--- src/rtl/key_bit_encoder.sv ---
// Purpose : debounce two active-low keys (k1 = bit 1, k2 = bit 0) into single accepted bits.
// Latency : DEBOUNCE_CYCLES+3 cycles from the first edge sampling a stable press to bit_valid.
// Backpr. : bit_valid/bit_value hold until bit_ready; key activity during the offer is ignored.
//
// Ports:
//   CLOCK_50  - system clock, rising edge
//   rst       - synchronous active-high reset
//   k1, k2    - raw asynchronous keys, active-low
//   bit_valid - an accepted bit is offered
//   bit_value - offered bit (1 for k1, 0 for k2)
//   bit_ready - consumer takes the offered bit when high together with bit_valid
//   history   - accepted bits, newest in bit 0
//   busy      - high whenever the FSM is not IDLE
//
// Optional feature: define KEY_HISTORY_EN to build the history shift register;
// without it, history is tied to zero.
module key_bit_encoder #(
    parameter int DEBOUNCE_CYCLES = 500000,
    parameter int HIST_LEN        = 20
) (
    input  logic                CLOCK_50,
    input  logic                rst,
    input  logic                k1,
    input  logic                k2,
    output logic                bit_valid,
    output logic                bit_value,
    input  logic                bit_ready,
    output logic [HIST_LEN-1:0] history,
    output logic                busy
);

    typedef enum logic [1:0] {
        IDLE     = 2'd0,
        DEBOUNCE = 2'd1,
        OFFER    = 2'd2,
        RELEASE  = 2'd3
    } state_t;

    localparam logic [19:0] CNT_LAST = 20'(DEBOUNCE_CYCLES - 1);
    localparam logic [19:0] CNT_MAX  = 20'hFFFFF;

    // Two-flop synchronizers; reset to 1 so the keys read as released.
    logic [1:0] k1_sync;
    logic [1:0] k2_sync;
    logic       k1_s;
    logic       k2_s;

    always_ff @(posedge CLOCK_50) begin
        if (rst) begin
            k1_sync <= 2'b11;
            k2_sync <= 2'b11;
        end else begin
            k1_sync <= {k1_sync[0], k1};
            k2_sync <= {k2_sync[0], k2};
        end
    end

    assign k1_s = k1_sync[1];
    assign k2_s = k2_sync[1];

    state_t      state, next_state;
    logic [19:0] cnt, next_cnt;
    logic        next_value;
    logic        next_valid;
    logic        transfer;
    logic        cand_low;
    logic        other_low;
    logic [19:0] cnt_inc;

    // bit_value doubles as the candidate latch: it is set on the press and
    // left untouched until the next press, so it is stable through OFFER.
    assign cand_low  = bit_value ? ~k1_s : ~k2_s;
    assign other_low = bit_value ? ~k2_s : ~k1_s;
    assign cnt_inc   = (cnt == CNT_MAX) ? cnt : cnt + 20'd1;
    assign transfer  = (state == OFFER) && bit_valid && bit_ready;

    always_ff @(posedge CLOCK_50) begin
        if (rst) begin
            state     <= IDLE;
            cnt       <= '0;
            bit_value <= 1'b0;
            bit_valid <= 1'b0;
        end else begin
            state     <= next_state;
            cnt       <= next_cnt;
            bit_value <= next_value;
            bit_valid <= next_valid;
        end
    end

    always_comb begin
        next_state = state;
        next_cnt   = cnt;
        next_value = bit_value;
        next_valid = 1'b0;
        case (state)
            IDLE: begin
                next_cnt = '0;
                if (!k1_s && !k2_s) begin
                    next_state = RELEASE;
                end else if (!k1_s) begin
                    next_state = DEBOUNCE;
                    next_value = 1'b1;
                end else if (!k2_s) begin
                    next_state = DEBOUNCE;
                    next_value = 1'b0;
                end
            end
            DEBOUNCE: begin
                if (!cand_low) begin
                    next_state = IDLE;
                    next_cnt   = '0;
                end else if (other_low) begin
                    next_state = RELEASE;
                    next_cnt   = '0;
                end else if (cnt == CNT_LAST) begin
                    // bit_valid rises one cycle after entering OFFER.
                    next_state = OFFER;
                    next_cnt   = '0;
                end else begin
                    next_cnt = cnt_inc;
                end
            end
            OFFER: begin
                if (transfer) begin
                    next_state = RELEASE;
                    next_cnt   = '0;
                end else begin
                    next_valid = 1'b1;
                end
            end
            RELEASE: begin
                if (k1_s && k2_s) begin
                    if (cnt == CNT_LAST) begin
                        next_state = IDLE;
                        next_cnt   = '0;
                    end else begin
                        next_cnt = cnt_inc;
                    end
                end else begin
                    next_cnt = '0;
                end
            end
            default: begin
                next_state = IDLE;
                next_cnt   = '0;
            end
        endcase
    end

    assign busy = (state != IDLE);

`ifdef KEY_HISTORY_EN
    always_ff @(posedge CLOCK_50) begin
        if (rst) begin
            history <= '0;
        end else if (transfer) begin
            history <= {history[HIST_LEN-2:0], bit_value};
        end
    end
`else
    assign history = '0;
`endif

endmodule

--- config.mk ---
export PLATFORM = sky130hd
export DESIGN_NAME = key_bit_encoder
export DESIGN_NICKNAME = d
export VERILOG_FILES = /design/src/rtl/key_bit_encoder.sv
export SDC_FILE = /design/constraint.sdc
export NUM_CORES = 1
export LEC_CHECK = 0
export ABC_CLOCK_PERIOD_IN_PS = 2400
export BUFFER_PORTS_ARGS = -buffer_cell sky130_fd_sc_hd__buf_2
export CAP_MARGIN = 0
export CORE_ASPECT_RATIO = 0.6
export CORE_MARGIN = 3
export CORE_UTILIZATION = 50
export CTS_CLUSTER_SIZE = 12
export DETAILED_ROUTE_END_ITERATION = 8
export MAX_ROUTING_LAYER = met4
export PLACE_DENSITY = 0.72
export SETUP_SLACK_MARGIN = 0.2
export SKIP_LAST_GASP = 1
export SLEW_MARGIN = 20
export SYNTH_ARGS = -nofsm -noshare
export SYNTH_HDL_FRONTEND = slang
export SYNTH_SLANG_ARGS = --single-unit
--- constraint.sdc ---
create_clock -name CLOCK_50 -period 2.4 [get_ports CLOCK_50]
set_clock_uncertainty 0.1 [all_clocks]
set_input_delay 0.48 -clock CLOCK_50 [delete_from_list [all_inputs] [get_ports CLOCK_50]]
set_output_delay 0.48 -clock CLOCK_50 [all_outputs]
set_load 0.01 [all_outputs]
* Word level (Yosys, flattened, before mapping)
Cells that the tools add are included.
** Operators by class
- Bitwise gates (word level) :: 4
- Equality and inequality tests :: 11
- Add/subtract/negate cells :: 1
- Reduce and logical (&&, ||, !) cells :: 11
- Multiplexer cells :: 22
** Operators with widths (count)
- two-way mux 20 bit :: 6
- one-hot mux 20 bit (4 select lines) :: 1
- adder 20 x 1 -> 20 bit, second input constant :: 1
- equality test 20 x 19 -> 1 bit, second input constant :: 1
- equality test 20 bit, second input constant :: 1
- two-way mux 2 bit :: 9
- != test 2 bit, second input constant :: 4
- != test 4 bit, second input constant :: 2
- one-hot mux 2 bit (4 select lines) :: 1
- two-way mux 1 bit :: 5
- AND reduction 5 bit :: 1
- equality test 2 bit, second input constant :: 2
- logical AND 1 bit :: 4
- inverter 1 bit :: 4
- AND reduction 3 bit :: 1
- equality test 2 x 1 -> 1 bit, second input constant :: 1
- logical NOT 1 bit :: 2
- logical NOT 2 bit :: 1
- nonzero test 2 bit :: 1
- OR reduction 2 bit :: 1
** Word-level totals
- Output and inout port bits :: 23
- Word-level logic and storage cells :: 55
- Input port bits :: 5
- Register bits :: 28

* Logic depth before layout (Yosys ltp)
Gate-level depths: netlist of the first run.
- Depth after elaboration :: 6
- Mapped depth :: 8
- Depth with buffers taken out :: 7

* Worst setup path after synthesis of the first run
Ideal clock, no wire load.
- Path kind :: register -> register
- From :: reg cnt[9]
- To :: reg cnt[6]
- Buffers on the path :: 0
- Clock period less this slack :: 2172 ps
- Setup time :: 119 ps
- Required time :: 2181 ps
- Path slack :: 228 ps
- Stages on the path, launching flop included :: 7
- Arrival :: 1954 ps
- Cell sequence :: dfxtp_1 -> nand2b_1 -> or4_4 -> nor4_4 -> nor2_2 -> and3_1 -> o221a_1
** On the way
- Longest elaborated chain between the ends :: 6
- Elaborated cells on any way between the ends :: 8
- Those cells by class :: 2 x eq/ne; 6 x mux
** RTL lines
- from (decl) :: line 62 : logic [19:0] cnt, next_cnt;
- from (signal assigned) :: line 85 : cnt <= next_cnt;
- equality test 20 bit :: line 74 : assign cnt_inc = (cnt == CNT_MAX) ? cnt : cnt + 20'd1;
- two-way mux 20 bit :: line 74
- two-way mux 20 bit * :: line 116, 134
- two-way mux 20 bit :: line 113 : end else if (other_low) begin
- two-way mux 20 bit :: line 110 : if (!cand_low) begin
- one-hot mux 20 bit (4 select lines) * :: line 96 : case (state)
Every way passes the cells marked *; elsewhere a longest branch is shown, timed or not.
A chain may end at the register's enable or synchronous reset.

* Worst setup path in the final report of the first run
- From :: reg cnt[16]
- To :: reg cnt[6]
Same word-level chain as after synthesis.

==> results of run 1 <==
## final cells by class
cell class | count | area [µm²] | share of cell area [%]
Clock inverter | 1 | 30.0 | 1.55
Clock buffer | 3 | 41.3 | 2.14
Timing Repair Buffer | 21 | 145 | 7.51
Tap cell | 42 | 52.6 | 2.72
Sequential cell | 28 | 571 | 29.5
Multi-Input combinational cell | 166 | 1050 | 54.4
Inverter | 11 | 41.3 | 2.14
## cells in the mapped netlist, drive strengths merged
master / number / share of area, %
o22ai: 1 / 0.36
and3: 4 / 1.5
nor3b: 1 / 0.44
and4bb: 1 / 0.73
or2: 5 / 1.8
a31oi: 2 / 0.73
nor4: 6 / 3.0
mux2i: 6 / 3.5
a21o: 2 / 0.87
clkbuf: 4 / 0.94
a2111oi: 1 / 0.87
ha: 4 / 2.9
nand2: 25 / 5.4
a41oi: 1 / 0.51
a311oi: 3 / 1.5
a21oi: 16 / 4.6
a21boi: 2 / 0.87
conb: 1 / 0.22
o21ai: 7 / 2.2
dfxtp: 28 / 32
buf: 24 / 11
o21bai: 1 / 0.44
o311ai: 2 / 1.0
o31a: 1 / 0.58
o221a: 1 / 0.65
o22a: 1 / 0.51
o31ai: 1 / 0.44
or4: 1 / 0.65
and2: 1 / 0.36
nand2b: 1 / 0.36
nand4: 9 / 3.3
nand3: 15 / 4.4
nor2: 10 / 2.3
a211oi: 1 / 0.44
nor3: 5 / 2.1
a211o: 1 / 0.51
inv: 11 / 2.4
a22o: 1 / 0.51
and4: 2 / 1.0
o2111ai: 1 / 0.51
o32a: 1 / 0.58
nand3b: 2 / 0.87
## layer usage
layer,vias to the layer above,global-route usage [%],routed length (µm)
met3,11,6.57,390
met1,751,29.9,2040
li1,772,-,-
met2,89,29.5,1810
met5,-,-,0
met4,0,6.63,68
## stage by stage
stage | hold slack [ns] | instances | power [mW] | utilization (%) | area [µm²]
4_1_cts | 0.266 | 268 | 1.00 | 60.0 | 1850
3_3_place_gp | 0.294 | 261 | 0.619 | 56.7 | 1750
6_report | 0.274 | 272 | 1.00 | 62.8 | 1930
2_1_floorplan | 0.289 | 232 | 0.621 | - | 1800
3_5_place_dp | 0.294 | 261 | 0.627 | 56.7 | 1750
5_1_grt | 0.266 | 272 | 1.05 | 62.8 | 1930
## state kept, by name, indices dropped and copies added, names as in the netlist
register / count
cnt: 20
bit_value: 1
k2_sync: 2
state: 2
bit_valid: 1
k1_sync: 2
## where the power goes
| part | switching [mW] | total (mW) | internal (mW) |
|---|---|---|---|
| combinational | 0.0815 | 0.125 | 0.0432 |
| clock | 0.155 | 0.378 | 0.224 |
| sequential | 0.0224 | 0.501 | 0.478 |
## layout by cell type, fill, tap and decap left out, types with 3 or more instances in the layout
cell	Yosys	final
sky130_fd_sc_hd__buf_2	1	8
sky130_fd_sc_hd__nand3_1	15	15
sky130_fd_sc_hd__nand4_1	9	9
sky130_fd_sc_hd__nor2_1	9	8
sky130_fd_sc_hd__ha_1	4	4
sky130_fd_sc_hd__a21oi_1	16	14
sky130_fd_sc_hd__o21ai_0	5	5
sky130_fd_sc_hd__mux2i_1	6	6
sky130_fd_sc_hd__dfxtp_1	28	24
sky130_fd_sc_hd__buf_4	22	11
sky130_fd_sc_hd__nor4_1	5	4
sky130_fd_sc_hd__clkbuf_8	0	3
sky130_fd_sc_hd__nand2_1	25	25
sky130_fd_sc_hd__or2_2	5	5
sky130_fd_sc_hd__and3_1	3	3
sky130_fd_sc_hd__nor3_1	4	3
sky130_fd_sc_hd__inv_1	11	11
sky130_fd_sc_hd__a311oi_1	3	3
sky130_fd_sc_hd__conb_1	1	20
## timing repair
action                                  CTS  global route
cloned                                    1             1
pin swaps                                 3             4
buffers inserted                          2             3
gates resized for setup                   3            14
endpoints found under the setup margin   10            18
## path summary, 6_finish.rpt
check / endpoint / slack (ns) / cells past startpoint
setup / recovery: cnt[6] / 0.28 / 7
hold / removal: k2_sync[0] / 0.27 / 2
setup reg to reg: cnt[6] / 0.28 / 7
hold reg to reg: k1_sync[1] / 0.32 / 1
## cells by family (layout without fill, tap and decap cells)
logic type      after synthesis  in the layout  synth area share [%]
other cells                   1             20                 0.217
compound gates               47             47                  18.8
simple gates                 88             89                  28.3
fa+ha+maj                     4              4                  2.90
buf+inv                      39             36                  13.9
mux                           6              6                  3.48
flops                        28             28                  32.5
==> metrics.md, run 1 <==
| Metric | Value |
|---|---|
| Run status | complete, no violations |
| Total Die Area | ~0.0042 mm² |
| Path type of the worst min-delay path | in2reg |
| Number of buffers and inverters on the critical path | 1 |
| Clk pin slew, worst setup/hold paths | 0.10 ns |
| Crit end category | register |
| Hold-fix buffer count after cts | 0 |
| Root cell of the clock tree | sky130_fd_sc_hd__clkbuf_8 |
| Headroom to the max-slew limit | 64.0% |
| Gp weighted congestion | 0.915 |
| Total GRT Usage | a little over a fifth |
| Delay of the slowest cell on the worst path | just under 0.5 ns |
| Total leakage power | 0.733 nW |
| Number of global-route vias before repair | 1,353 |
| TritonCTS clock tree | done |
| Antenna Violating Nets Remaining | 0 |
| Die outline width | roughly 80 µm |
| Pin count of the biggest net entering global routing | 17 |
| Number of hold-slack violations in the final timing report | 0 |
| Total of endpoints with negative setup slack in the final report | 0 |
| Sequential fraction of the synthesis area | 32.5% |
| Number of buffers inserted during clock tree synthesis | 3 |
| Kind of cell with the highest combined delay on the critical path | simple AND/OR/NAND/NOR gates |
| Post-DP HPWL | about 3200 µm |
| Skew-Pair Late Insertion Delay | between 0.2 and 0.3 ns |
| Setup slack after layout | 0.279 ns |
| Number of synthesis warnings | 0 |
| Detailed-route DRC error count | 0 |
| H-tree depth | 1 |
| Aggregate global routing overflow | 0 |
| Post-synthesis to final-layout area growth | 12.0% |
| Worst IR Drop VDD | 0.000337 V |
| Cells after Synth | between 200 and 250 |
| RSZ-0062 raised after global routing | true |
| Final critical-path required period | 2.12 ns |
| Diodes inserted | 0 |
| Number of maximum-capacitance violations | 0 |
| Number of register bits inferred by synthesis | 28 |
| CTS max path bufs | 2 |
| Io pins | 28 |
| Average cell area after synthesis | 8.10 µm² |
| Via-per-instance ratio | 5.97 |
| Standard-cell row count | 15 |
| Unique cell type count in the Yosys netlist | 52 |
| Global-route wire length before repair | 6620 µm |
| Die Ht | ~52 µm |
| Fraction of final layout cells sized beyond drive strength 1 | between 20 and 25% |
| Core Footprint | 0.00308 mm² |
| Starting density of the core | 56.1% |
| Fill cells | 281 |
| Highest clock frequency the design can meet | 472 MHz |
| Drt pass-1 iters | 5 |
| Data required, critical path | 2.47 ns |
| Post-placement worst setup slack | 0.154 ns |
| Slowest stage cell on the critical path | sky130_fd_sc_hd__or4_4 |
| Setup tns final | 0 ns |
| Maximum fanout count along the critical path | 7 |
| Start-to-end type of the worst setup path | reg2reg |
| Total number of clock tree sinks | 28 |
| Total power density per cell area | 519 mW/mm² |
| Max-slew violations | 0 |
| Tcrit/Tclk final | 88.4% |
| Critical path, cell by cell | nand2_1 > or4_4 > nor4_4 > buf_4 > nor2_2 > and3_1 > o221a_1 |
| Launching element type of the critical path | register |
| Vias post-DR | 1,623 |
| Worst Max-Slew Pin Slew | 0.538 ns |
| Average wire length per cell after detail routing | between 15 and 20 µm |
| Buffers on Ports | 7 |
| Number of antenna violations at the first check in global routing | 0 |
| Worst setup path startpoint | cnt[16] |
| Detailed-route wire length | 4320 µm |
| Synthesized cell area | 0.00173 mm² |
| Final nets | 240 |
| DRC marker count from the first detailed-route iteration | 163 |
| Start point of the worst hold path | k2 |
| Start of the worst register-to-register path | cnt[16] |
| Critical path arrival | 2.19 ns |
Note: power is estimated with default switching activity, not from simulation.
==> run 2, diff against run 1 <==
--- a/config.mk
+++ b/config.mk
@@ -15,6 +15,7 @@
 export DETAILED_ROUTE_END_ITERATION = 8
 export MAX_ROUTING_LAYER = met4
 export PLACE_DENSITY = 0.72
+export RECOVER_POWER = 25
 export SETUP_SLACK_MARGIN = 0.2
 export SKIP_LAST_GASP = 1
 export SLEW_MARGIN = 20
==> metrics.md, run 2 (same netlist as run 1, synthesis figures left out) <==
| Metric | Value |
|---|---|
| Core Footprint | 0.00308 mm² |
| DRC marker count from the first detailed-route iteration | 110 |
| Skew-Pair Late Insertion Delay | 0.28 ns |
| Io pins | 28 |
| Flip-flop count of the largest register after layout | 20 |
| Total number of clock tree sinks | 28 |
| Number of antenna violations at the first check in global routing | 0 |
| Post-synthesis to final-layout area growth | 11.9% |
| Setup slack of the worst register-to-register path | 0.28 ns |
| Final nets | 240 |
| Via-per-instance ratio | 5.96 |
| Gp weighted congestion | 0.915 |
| Commonest non-fill, non-tap cells in the layout | 25 x sky130_fd_sc_hd__nand2_1, 24 x sky130_fd_sc_hd__dfxtp_1, 20 x sky130_fd_sc_hd__conb_1 |
| Root cell of the clock tree | sky130_fd_sc_hd__clkbuf_8 |
| Number of buffers inserted during clock tree synthesis | 3 |
| Run status | complete, no violations |
| CTS max path bufs | 2 |
| Standard-cell row count | 15 |
| Path type of the worst min-delay path | in2reg |
| Commonest non-fill, non-tap cell in the layout | sky130_fd_sc_hd__nand2_1 |
| Tcrit/Tclk final | between 80% and 90% |
| Antenna Violating Nets Remaining | 0 |
| Die Ht | 51.5 µm |
| Fraction of final layout cells sized beyond drive strength 1 | 21.7% |
| RSZ-0062 raised after global routing | true |
| Worst Max-Slew Pin Slew | between 0.5 and 0.6 ns |
| Headroom to the max-slew limit | 66.1% |
| Worst IR Drop VDD | between 0.0003 and 0.0004 V |
| Critical path arrival | 2.19 ns |
| Aggregate global routing overflow | 0 |
| Starting density of the core | 56.1% |
| Cell count after placement | approximately 260 |
| Total power density per cell area | 519 mW/mm² |
| Total Die Area | 0.00421 mm² |
| Pin count of the biggest net entering global routing | 17 |
| Number of maximum-capacitance violations | 0 |
| Data required, critical path | 2.47 ns |
| Clk pin slew, worst setup/hold paths | 0.10 ns |
| Hold-fix buffer count after cts | 0 |
| Total leakage power | 0.724 nW |
| Setup tns final | 0 ns |
| Final critical-path required period | 2.12 ns |
| Max-slew violations | 0 |
| Diodes inserted | 0 |
| Total GRT Usage | around 21% |
| Post-route worst hold slack | 0.273 ns |
| Vias post-DR | 1,620 |
| H-tree depth | 1 |
| Highest clock frequency the design can meet | 472 MHz |
| Crit end category | register |
| Start-to-end type of the worst setup path | reg2reg |
| Number of hold-slack violations in the final timing report | 0 |
| Final std cell area, no fill | between 0.0015 and 0.002 mm² |
| Global-route wire length before repair | roughly 6600 µm |
| Maximum fanout count along the critical path | 7 |
| Total chip power | ~1 mW |
| Top register by number of flip-flops | cnt |
| Fill cells | approximately 280 |
| Average wire length per cell after detail routing | 15.9 µm |
| Buffers on Ports | 7 |
| Total of endpoints with negative setup slack in the final report | 0 |
| Length in cells of the worst reg-to-reg path | 7 |
| Die outline width | 81.8 µm |
| Worst Hold Depth | 2 |
| Area post-placement | about 0.0017 mm² |
| Detailed-route wire length | around 4300 µm |
| Detailed-route DRC error count | 0 |
| TritonCTS clock tree | done |
| Drt pass-1 iters | 5 |
| Launching element type of the critical path | register |
| Number of global-route vias before repair | 1,353 |
| Final instance count without filler cells | 272 |
| Post-DP HPWL | roughly 3200 µm |
run 2: changes by cell type in the layout (fill, tap and decap cells not counted), sizes merged:
cell	delta
buf	-2
clkbuf	+2
run 2: where the power goes:
part | total [mW] | internal [mW] | switching [mW]
clock network | 0.378 | 0.224 | 0.154
registers | 0.501 | 0.478 | 0.0224
logic | 0.124 | 0.0427 | 0.0814
run 2: critical path: stages (launching register included):
cell and delay (ns):
sky130_fd_sc_hd__dfxtp_2 0.38, sky130_fd_sc_hd__nand2_1 0.08, sky130_fd_sc_hd__or4_4 0.49, sky130_fd_sc_hd__nor4_4 0.28, sky130_fd_sc_hd__buf_4 0.18, sky130_fd_sc_hd__nor2_2 0.07
sky130_fd_sc_hd__and3_1 0.16, sky130_fd_sc_hd__o221a_1 0.25
run 2: layout make-up:
type                            count  area, µm²  area share, %
Clock inverter                      1       30.0           1.56
Timing Repair Buffer               21        143           7.39
Multi-Input combinational cell    166       1050           54.5
Clock buffer                        3       41.3           2.14
Inverter                           11       41.3           2.14
Sequential cell                    28        571           29.6
Tap cell                           42       52.6           2.72
run 2: layer usage:
layer / up-vias / global-route usage (%) / part of all wire, %
met1: 739 / 29.9 / 46
met3: 15 / 6.57 / 9.9
li1: 771 / - / -
met2: 95 / 29.5 / 42
met5: - / - / 0
met4: 0 / 6.63 / 2.0
run 2: through the flow:
step                      setup slack (ns)  util [%]
final                                0.282      62.7
after global routing                 0.149      62.7
after CTS                            0.204      60.0
after detailed placement             0.154      56.7
after global placement               0.204      56.7
after floorplan                      0.228         -
run 2: repair_timing:
| action | CTS | global route |
|---|---|---|
| buffers inserted | 2 | 3 |
| endpoints found under the setup margin | 10 | 18 |
| gates resized for setup | 3 | 14 |
| pin swaps | 3 | 4 |
| cloned | 1 | 1 |
run 2: path summary, 6_finish.rpt:
check	start	to
worst max-delay path	cnt[16]	cnt[6]
worst min-delay path	k2	k2_sync[0]
worst max register to register	cnt[16]	cnt[6]
worst min register to register	k1_sync[0]	k1_sync[1]
